==> src/rtl/tug_referee.sv <==
// Tug-of-war round/match referee: key edge pulses, point detection, field hold and scoring.
// Define TUG_AUTO_RESTART_EN to restart the match RESTART_CYCLES after a win.
module tug_referee #(
  parameter int WIN_SCORE      = 7,
  parameter int SCORE_W        = 3,
  parameter int HOLD_CYCLES    = 4,
  parameter int RESTART_CYCLES = 16
) (
  input  logic               clk,
  input  logic               reset,
  input  logic               keyL,
  input  logic               keyR,
  input  logic               edgeL,
  input  logic               edgeR,
  output logic               pressL,
  output logic               pressR,
  output logic               fieldReset,
  output logic [SCORE_W-1:0] scoreL,
  output logic [SCORE_W-1:0] scoreR,
  output logic               gameOver,
  output logic               winnerL
);

  localparam int CNT_MAX = (HOLD_CYCLES > RESTART_CYCLES) ? HOLD_CYCLES : RESTART_CYCLES;
  localparam int CNT_W   = (CNT_MAX > 1) ? $clog2(CNT_MAX) : 1;
  localparam logic [SCORE_W-1:0] WIN      = SCORE_W'(WIN_SCORE);
  localparam logic [CNT_W-1:0]   HOLD_LD  = CNT_W'(HOLD_CYCLES - 1);

  typedef enum logic [1:0] {HOLD, PLAY, OVER} state_t;

  state_t             state;
  logic [CNT_W-1:0]   cnt;
  logic               prevL, prevR;
  logic               riseL, riseR;
  logic               ptL, ptR;
  logic [SCORE_W-1:0] incL, incR;

  assign riseL = keyL & ~prevL;
  assign riseR = keyR & ~prevR;
  // Simultaneous pulses are a no-move on the field, so they never score.
  assign ptL   = pressL & ~pressR & edgeL;
  assign ptR   = pressR & ~pressL & edgeR;
  assign incL  = scoreL + SCORE_W'(1);
  assign incR  = scoreR + SCORE_W'(1);

  always_ff @(posedge clk or posedge reset) begin
    if (reset) begin
      state      <= HOLD;
      cnt        <= HOLD_LD;
      prevL      <= 1'b1;
      prevR      <= 1'b1;
      pressL     <= 1'b0;
      pressR     <= 1'b0;
      fieldReset <= 1'b1;
      scoreL     <= '0;
      scoreR     <= '0;
      gameOver   <= 1'b0;
      winnerL    <= 1'b0;
    end else begin
      prevL  <= keyL;
      prevR  <= keyR;
      pressL <= 1'b0;
      pressR <= 1'b0;
      case (state)
        HOLD: begin
          if (cnt == '0) begin
            state      <= PLAY;
            fieldReset <= 1'b0;
          end else begin
            cnt <= cnt - CNT_W'(1);
          end
        end
        PLAY: begin
          // Pulses only issue while play continues; a scoring edge freezes the field.
          if (ptL) begin
            scoreL <= incL;
            if (incL == WIN) begin
              state    <= OVER;
              gameOver <= 1'b1;
              winnerL  <= 1'b1;
`ifdef TUG_AUTO_RESTART_EN
              cnt      <= CNT_W'(RESTART_CYCLES - 1);
`endif
            end else begin
              state      <= HOLD;
              cnt        <= HOLD_LD;
              fieldReset <= 1'b1;
            end
          end else if (ptR) begin
            scoreR <= incR;
            if (incR == WIN) begin
              state    <= OVER;
              gameOver <= 1'b1;
              winnerL  <= 1'b0;
`ifdef TUG_AUTO_RESTART_EN
              cnt      <= CNT_W'(RESTART_CYCLES - 1);
`endif
            end else begin
              state      <= HOLD;
              cnt        <= HOLD_LD;
              fieldReset <= 1'b1;
            end
          end else begin
            pressL <= riseL;
            pressR <= riseR;
          end
        end
        OVER: begin
`ifdef TUG_AUTO_RESTART_EN
          if (cnt == '0) begin
            state      <= HOLD;
            cnt        <= HOLD_LD;
            fieldReset <= 1'b1;
            scoreL     <= '0;
            scoreR     <= '0;
            gameOver   <= 1'b0;
            winnerL    <= 1'b0;
          end else begin
            cnt <= cnt - CNT_W'(1);
          end
`endif
        end
        default: begin
          state      <= HOLD;
          cnt        <= HOLD_LD;
          fieldReset <= 1'b1;
        end
      endcase
    end
  end

endmodule

==> config.mk <==
export PLATFORM = sky130hd
export DESIGN_NAME = tug_referee
export DESIGN_NICKNAME = d
export VERILOG_FILES = /design/src/rtl/tug_referee.sv
export SDC_FILE = /design/constraint.sdc
export NUM_CORES = 1
export LEC_CHECK = 0
export BUFFER_PORTS_ARGS = -buffer_cell sky130_fd_sc_hd__buf_2
export CAP_MARGIN = 10
export CORE_MARGIN = 10
export CORE_UTILIZATION = 35
export DETAILED_ROUTE_END_ITERATION = 16
export HOLD_SLACK_MARGIN = 0.15
export SETUP_SLACK_MARGIN = 0.2
export SYNTH_ARGS = -nofsm -noshare
export SYNTH_HDL_FRONTEND = slang
export SYNTH_SLANG_ARGS = --single-unit
==> constraint.sdc <==
create_clock -name clk -period 2.58 [get_ports clk]
set_clock_uncertainty 0.2 [all_clocks]
set_input_delay 0.258 -clock clk [delete_from_list [all_inputs] [get_ports clk]]
set_output_delay 0.258 -clock clk [all_outputs]
set_load 0.01 [all_outputs]
* After elaboration in Yosys (flattened, before gate mapping)
Index checks and enable logic that the tools add are counted.
** Cells by class
- Add/sub/neg operators :: 3
- Equal/unequal tests :: 10
- Muxes and demuxes :: 31
- Bitwise gates (word level) :: 12
- Reductions and logical operators :: 10
** Operators with widths (number)
- 4-bit 2-to-1 mux :: 5
- 1-bit 2-to-1 mux :: 18
- 4-bit case mux with 3 select lines :: 1
- 2-bit 2-to-1 mux :: 5
- 5-bit AND reduction :: 2
- 3-bit != test (second input constant) :: 3
- 3-bit by 1-bit adder with 3-bit output (second input constant) :: 2
- 1-bit AND :: 6
- 3-bit == test (second input constant) :: 2
- 1-bit inverter :: 6
- 2-bit case mux with 3 select lines :: 1
- 3-bit AND reduction :: 2
- 4-bit logical NOT :: 1
- 2-bit != test (second input constant) :: 2
- 4-bit AND reduction :: 1
- 2-bit nonzero test :: 2
- 4-bit by 1-bit subtractor with 4-bit output (second input constant) :: 1
- 1-bit case mux with 3 select lines :: 1
- 2-bit by 1-bit == test with 1-bit output (second input constant) :: 1
- 2-bit == test (second input constant) :: 1
- 2-bit logical NOT :: 1
- 2-bit by 1-bit != test with 1-bit output (second input constant) :: 1
- 2-bit AND reduction :: 1
** Word-level totals
- Register bits after elaboration :: 19

* Depth between registers and ports, before layout
Gate-level depths: netlist of run 1.
- Depth after elaboration :: 6
- Mapped depth :: 6
- Gate-level depth less buffers :: 6

* Least setup slack after synthesis of run 1
Ideal clock, no wire load.
- Kind :: reg2reg
- Start :: register cnt[0]
- End :: register cnt[3]
- Library setup time :: 0.124 ns
- Data arrival time :: 1.562 ns
- Data required time :: 2.256 ns
- Path slack :: 0.694 ns
- Stages on the path, launching flop included :: 7
- Buffers on the path :: 0
- Clock period less this slack :: 1.886 ns
- Cells stage by stage :: dfstp_2 > inv_1 > ha_1 > nor3b_1 > o21bai_1 > nand4_2 > a211o_2
** On the way
- Word-level cells in the longest chain between the ends :: 3
- Elaborated cells on any way between the ends :: 6
- Classes of those cells :: add/sub: 1; eq/ne: 1; mux: 2; reduce/logical: 2
** Ends and longest elaborated chain
- start, declared :: RTL line 32 : logic [CNT_W-1:0] cnt;
- start signal, assigned :: RTL line 70 : cnt <= cnt - CNT_W'(1);
- 4-bit by 1-bit subtractor with 4-bit output or 4-bit logical NOT (tied branches) :: RTL line 70, 66
- 4-bit 2-to-1 mux or 2-bit != test (tied branches)
- 4-bit case mux with 3 select lines or 5-bit AND reduction (tied branches)
Several ways; a longest one is shown, not always the timed one. The select of a mux whose other input is x is not followed.
A chain may end at the register's enable or synchronous reset.

* Worst setup path in the final report of run 1
- Start :: register cnt[0]
- End :: register cnt[1]
Same word-level chain as after synthesis.

==> run_results.csv, run 1 <==
group,metric,value,unit
status,outcome,"completed",
placed_design,placed_area,1059,sq um
clock_tree,cts_max_level,1,
timing,max-slew-margin-rel,52.86,%
drt,via_per_inst,4.815,
drt,drc,0,
worst_setup_path,cp-start-kind,"flop",
floorplanning,initial_core_util,37.30,%
power,leakage,0.5664,nW
worst_setup_path,crit_chain,"inv_1 > ha_1 > nor3b_1 > o21bai_1 > nand4_2 > mux2_4",
synthesis,synth_cells,82,
clock_tree,cts_resized,0,
worst_setup_path,path_max_fanout,5,
timing,drv_slew,0,
clock_tree,clkLatencyLatePin,0.30,ns
drt,drtPass1Iterations,4,
timing,post-route-period-util,78.83,%
synthesis,seq_area_frac_synth,51.20,%
floorplanning,die_w,71.85,microns
layout,drive_gt1_share,30.48,%
drt,vias,650,
clock_tree,cts_tree,"yes",
layout,postLayoutCellArea,1115,sq um
placed_design,port_buffers,16,
timing,worst_pin_slew,0.7063,ns
worst_setup_path,required,2.60,ns
worst_setup_path,cp-end-kind,"flop",
power,peakVddDrop,422.1,uV
grt,antenna_found_initial,0,
synthesis,synth_ff_type,"dfrtp_1",
drt,wirelength,1.808,mm
drt,postRouteAntennaNets,0,
synthesis,synth_cell_types,32,
timing,rsz0062_at_grt,"no",
layout,nFillCells,245,
drt,drtIter0Drc,32,
layout,utilization,44.20,%
timing,setup_viol,0,
placed_design,gp_congestion,0.7431,
worst_setup_path,max_stage_delay,0.49,ns
grt,grt_pass1_vias,677,
synthesis,syn_nets,94,
clock_tree,cts_root_buf,"clkbuf_4",
synthesis,yosys_warnings,0,
layout,finalNetCount,118,
flow_run,drv_cap,0,
drt,wire_per_inst,13.39,microns
grt,grt_usage,7.413,%
timing,fmax,491.7,MHz
timing,setup_slack,0.5463,ns
worst_setup_path,worst_path_max_delay_cell,"nor3b_1",
synthesis,synth_area,940.9,sq um
grt,grt_pass1_wl,3.153,mm
layout,area_delta_synth_final,18.48,%
worst_setup_path,critPathBufInv,1,
clock_tree,clockBufferDepth,2,
min_path,worstHoldPathType,"primary input to flop",
placed_design,dpl.hpwl,1.389,mm
grt,grt-ovfl-total,0,
synthesis,syn_avg_cell_area,11.47,sq um
synthesis,synth-async-reset-ratio,100.0,%
grt,grt_max_degree,20,
clock_tree,clk_pin_slew_worst_paths,0.11,ns
floorplanning,core,2522,sq um
floorplanning,dieArea,5162,sq um
floorplanning,dieHeight,71.85,microns
clock_tree,cts_buffers,3,
synthesis,synth-seq-cells,19,
timing,hold_viol,0,
timing,period_minus_slack,2.034,ns
power,power.density,826.7,nW/um^2
placed_design,dp_slack,0.5599,ns
worst_setup_path,crit_family,"simple AND/OR/NAND/NOR gates",
synthesis,synth_edf_count,0,
worst_setup_path,path_class,"flop to flop",
worst_setup_path,cp.arrival,2.06,ns
timing,final.setup.tns,0,ns
clock_tree,cts.sink_count,19,
floorplanning,placementRows,18,
layout,n_antenna_cell,0,
floorplanning,ios,17,
[metrics by stage]
stage          total power [W]  cells  hold WS (ns)
6_report             0.0009217    135        0.1672
5_1_grt              0.0009992    135        0.1761
4_1_cts              0.0009334    135        0.1569
3_5_place_dp         0.0007755    128        0.1730
3_3_place_gp         0.0007607    128        0.1729
2_1_floorplan        0.0006913     82      0.005426
[layout make-up]
type | instances | area, sq um | share of cell area [%]
sequential | 19 | 481.7 | 43.21
clock buffer | 4 | 26.28 | 2.357
tap | 30 | 37.54 | 3.367
timing repair buffer | 19 | 110.1 | 9.877
multi-input combinational | 56 | 432.9 | 38.83
inverter | 7 | 26.28 | 2.357
[metal layers]
metal | vias up | wire [microns] | share of wire [%] | global-route usage, %
met5 | - | 0 | 0 | 0
met4 | 0 | 9 | 0.50 | 1.290
met1 | 304 | 855 | 47 | 8.142
met3 | 2 | 135 | 7.5 | 4.408
met2 | 13 | 807 | 45 | 12.16
li1 | 331 | - | - | -
[repair_timing]
action                                 CTS  global route
setup endpoints to repair                0             0
buffers inserted                         0             0
endpoints found under the hold margin   18             0
hold buffers                             3             0
[report_power, final]
group,internal [W],switching [W]
Combinational,0.000171,0.000161
Sequential,0.000374,0.0000674
Clock,0.0000601,0.0000885
[sequential cells by signal, indices dropped and copies added (netlist names)]
register	count
pressL	1
fieldReset	1
state	2
prevR	1
prevL	1
scoreL	3
scoreR	3
winnerL	1
pressR	1
gameOver	1
cnt	4
[kinds of logic (layout without fill, tap and decap cells)]
group	after synthesis	count (layout)	synth area share [%]
flops	19	19	51.20
fa+ha+maj	6	6	7.979
mux	2	2	2.659
compound gates	11	11	7.846
simple gates	31	31	21.94
buf+inv	7	30	2.793
xor+xnor	6	6	5.585
[worst min-delay path: stages]
cell and delay (ns):
buf_2 0.10, nand3b_1 0.09, nor2_1 0.07, xnor2_1 0.12
[cell usage after synthesis (2+ instances only)]
cell type,count,area [sq um]
a21oi_1,3,15.01
and3b_1,3,26.28
dfrtp_1,14,350.3
dfstp_2,5,131.4
ha_1,6,75.07
inv_1,7,26.28
nand2_1,8,30.03
nand4_1,2,12.51
nor2_1,2,7.510
nor3b_1,3,22.52
nor4b_1,2,17.52
o21ai_0,3,15.01
xnor2_1,4,35.03
xor2_1,2,17.52
[cell usage in the layout (no fill, tap or decap), types with 4 or more instances in the layout]
master   instances
xnor2_1          4
nand2_1          8
ha_1             6
dfrtp_1         14
buf_2           16
dfstp_2          5
inv_1            7
[final timing paths]
path	end	slack (ns)	depth (start not counted)	from
min in group asynchronous	gameOver$_DFFE_PP0P_	0.40	3	reset
max in group asynchronous	scoreR[1]$_DFFE_PP0P_	1.32	3	reset
hold reg to reg	gameOver$_DFFE_PP0P_	0.29	1	gameOver$_DFFE_PP0P_
setup / recovery	cnt[1]$_DFFE_PP1P_	0.55	6	cnt[0]$_DFFE_PP1P_
setup reg to reg	cnt[1]$_DFFE_PP1P_	0.55	6	cnt[0]$_DFFE_PP1P_
hold / removal	scoreL[0]$_DFFE_PP0P_	0.17	4	edgeL
Power figures use the tool's default switching activity.
==> run 2: changes to the inputs <==
==> constraint.sdc (replaced) <==
create_clock -name clk -period 2.1 [get_ports clk]
set_clock_uncertainty 0.2 [all_clocks]
set_input_delay 0.21 -clock clk [delete_from_list [all_inputs] [get_ports clk]]
set_output_delay 0.21 -clock clk [all_outputs]
set_load 0.01 [all_outputs]
==> run 2 against run 1 <==
Against the previous run:
- combinational power increased by 32%
- routed wire length about the same
- worst setup slack worse by 0.35 ns
- critical endpoint unchanged
- highest routed layer unchanged
- sequential power increased by 25%
- largest power group unchanged
- utilization grew 1.9 points
==> run_results.csv, run 2 (synthesis results as in run 1) <==
group,metric,value,unit
layout,reg.largest.list,"cnt: 4 flops, scoreL: 3 flops, scoreR: 3 flops",
layout,largest-register,"cnt",
status,outcome,"completed",
timing,setup_viol,0,
flow_run,drv_cap,0,
placed_design,port_buffers,16,
grt,antenna_found_initial,0,
worst_setup_path,r2r_end,"cnt[3]$_DFFE_PP0P_",
clock_tree,cts_root_buf,"clkbuf_4",
clock_tree,clockBufferDepth,2,
drt,wirelength,1.807,mm
timing,hold_viol,0,
clock_tree,cts_max_level,1,
floorplanning,dieArea,5162,sq um
floorplanning,core,2522,sq um
min_path,worstHoldPathType,"primary input to flop",
clock_tree,clk_pin_slew_worst_paths,0.11,ns
worst_setup_path,cp-start-kind,"primary input",
timing,period_minus_slack,1.904,ns
worst_setup_path,worstReg2RegStart,"cnt[1]$_DFFE_PP1P_",
timing,post-route-period-util,90.69,%
timing,setup_slack,0.1956,ns
worst_setup_path,cp-end-kind,"flop",
worst_setup_path,path_max_fanout,4,
placed_design,dp_slack,0.07993,ns
drt,drtIter0Drc,25,
layout,n_antenna_cell,0,
timing,max-slew-margin-rel,52.99,%
timing,drv_slew,0,
timing,fmax,525.1,MHz
clock_tree,cts.sink_count,19,
layout,finalNetCount,120,
floorplanning,dieHeight,71.85,microns
grt,grt_pass1_wl,3.194,mm
grt,grt_max_degree,20,
drt,postRouteAntennaNets,0,
layout,utilization,46.13,%
placed_design,dpl.hpwl,1.389,mm
power,power.density,1007,nW/um^2
clock_tree,clkLatencyLatePin,0.30,ns
floorplanning,die_w,71.85,microns
placed_design,dp_cells,128,
grt,grt_pass1_vias,687,
timing,final.setup.tns,0,ns
clock_tree,cts_tree,"yes",
drt,via_per_inst,4.825,
worst_setup_path,required,2.12,ns
timing,worst_pin_slew,0.7044,ns
layout,final_cell_mix,"buf_2 (16), dfrtp_1 (14), nand2_1 (8)",
drt,vias,661,
worst_setup_path,rrSetupSlack,0.23,ns
timing,rsz0062_at_grt,"yes",
drt,wire_per_inst,13.19,microns
drt,drc,0,
worst_setup_path,cp.arrival,1.93,ns
layout,area_delta_synth_final,23.67,%
worst_setup_path,path_class,"primary input to flop",
layout,instances_no_fill,137,
worst_setup_path,crit_end,"cnt[1]$_DFFE_PP1P_",
floorplanning,ios,17,
floorplanning,placementRows,18,
drt,drtPass1Iterations,4,
layout,nFillCells,238,
placed_design,gp_congestion,0.7429,
power,peakVddDrop,518.0,uV
floorplanning,initial_core_util,37.30,%
clock_tree,cts_buffers,3,
layout,drive_gt1_share,35.51,%
power,total_power,0.001172,W
worst_setup_path,r2r_cells,6,
grt,grt_usage,7.469,%
power,leakage,0.5759,nW
layout,largest_reg_flops,4,
worst_setup_path,cp-startpoint,"edgeL",
layout,final_common_cell,"buf_2",
grt,grt-ovfl-total,0,
## run 2: layout make-up
| type | instances | area, sq um | area share [%] |
|---|---|---|---|
| well taps | 30 | 37.54 | 3.226 |
| multi-input cells | 56 | 464.2 | 39.89 |
| flip-flops and latches | 19 | 481.7 | 41.40 |
| repair buffers | 21 | 127.6 | 10.97 |
| inverters | 7 | 26.28 | 2.258 |
| clock buffers | 4 | 26.28 | 2.258 |
## run 2: how the worst min path moves through the flow
stage / slack [ns] / end / start / cells past startpoint
floorplan: -0.04 / cnt[2]$_DFFE_PP0P_ / reset / 1
global placement: 0.12 / prevR$_DFF_PP1_ / keyR / 1
detailed placement: 0.12 / prevR$_DFF_PP1_ / keyR / 1
CTS: 0.16 / scoreR[2]$_DFFE_PP0P_ / edgeR / 4
global route: 0.23 / scoreR[2]$_DFFE_PP0P_ / edgeR / 4
finish: 0.19 / scoreR[2]$_DFFE_PP0P_ / edgeR / 4
## run 2: routing by layer
layer | track usage [%] | wire (microns) | part of all wire, % | vias to the layer above
met5 | 0 | 0 | 0 | -
li1 | - | - | - | 336
met1 | 8.063 | 849 | 47 | 310
met3 | 4.408 | 135 | 7.5 | 2
met4 | 1.290 | 9 | 0.50 | 0
met2 | 12.45 | 812 | 45 | 13
## run 2: worst max-delay path: stages
cell and delay (ns):
dlygate4sd3_1 0.53, buf_2 0.12, and3b_1 0.22, or3_4 0.38
nand4_2 0.16, mux2_4 0.31
## run 2: what timing repair did
item	CTS	global route
hold endpoints to repair	20	0
setup buffers	0	1
gates resized for setup	6	1
cloned	0	0
hold buffers	4	0
endpoints found under the setup margin	3	5
pin swaps	3	2
## run 2: through the flow
| stage | instance area, sq um | hold WS, ns |
|---|---|---|
| after global placement | 1059 | 0.1249 |
| after floorplan | 940.9 | -0.04257 |
| after global routing | 1164 | 0.2273 |
| final | 1164 | 0.1881 |
| after CTS | 1149 | 0.1626 |
| after detailed placement | 1059 | 0.1250 |
## run 2: power by group
part | switching (W) | leakage, nW | internal [W]
sequential | 0.0000921 | 0.233 | 0.000460
combinational | 0.000208 | 0.328 | 0.000230
clock | 0.000108 | 0.0150 | 0.0000739
total | 0.000408 | 0.576 | 0.000763
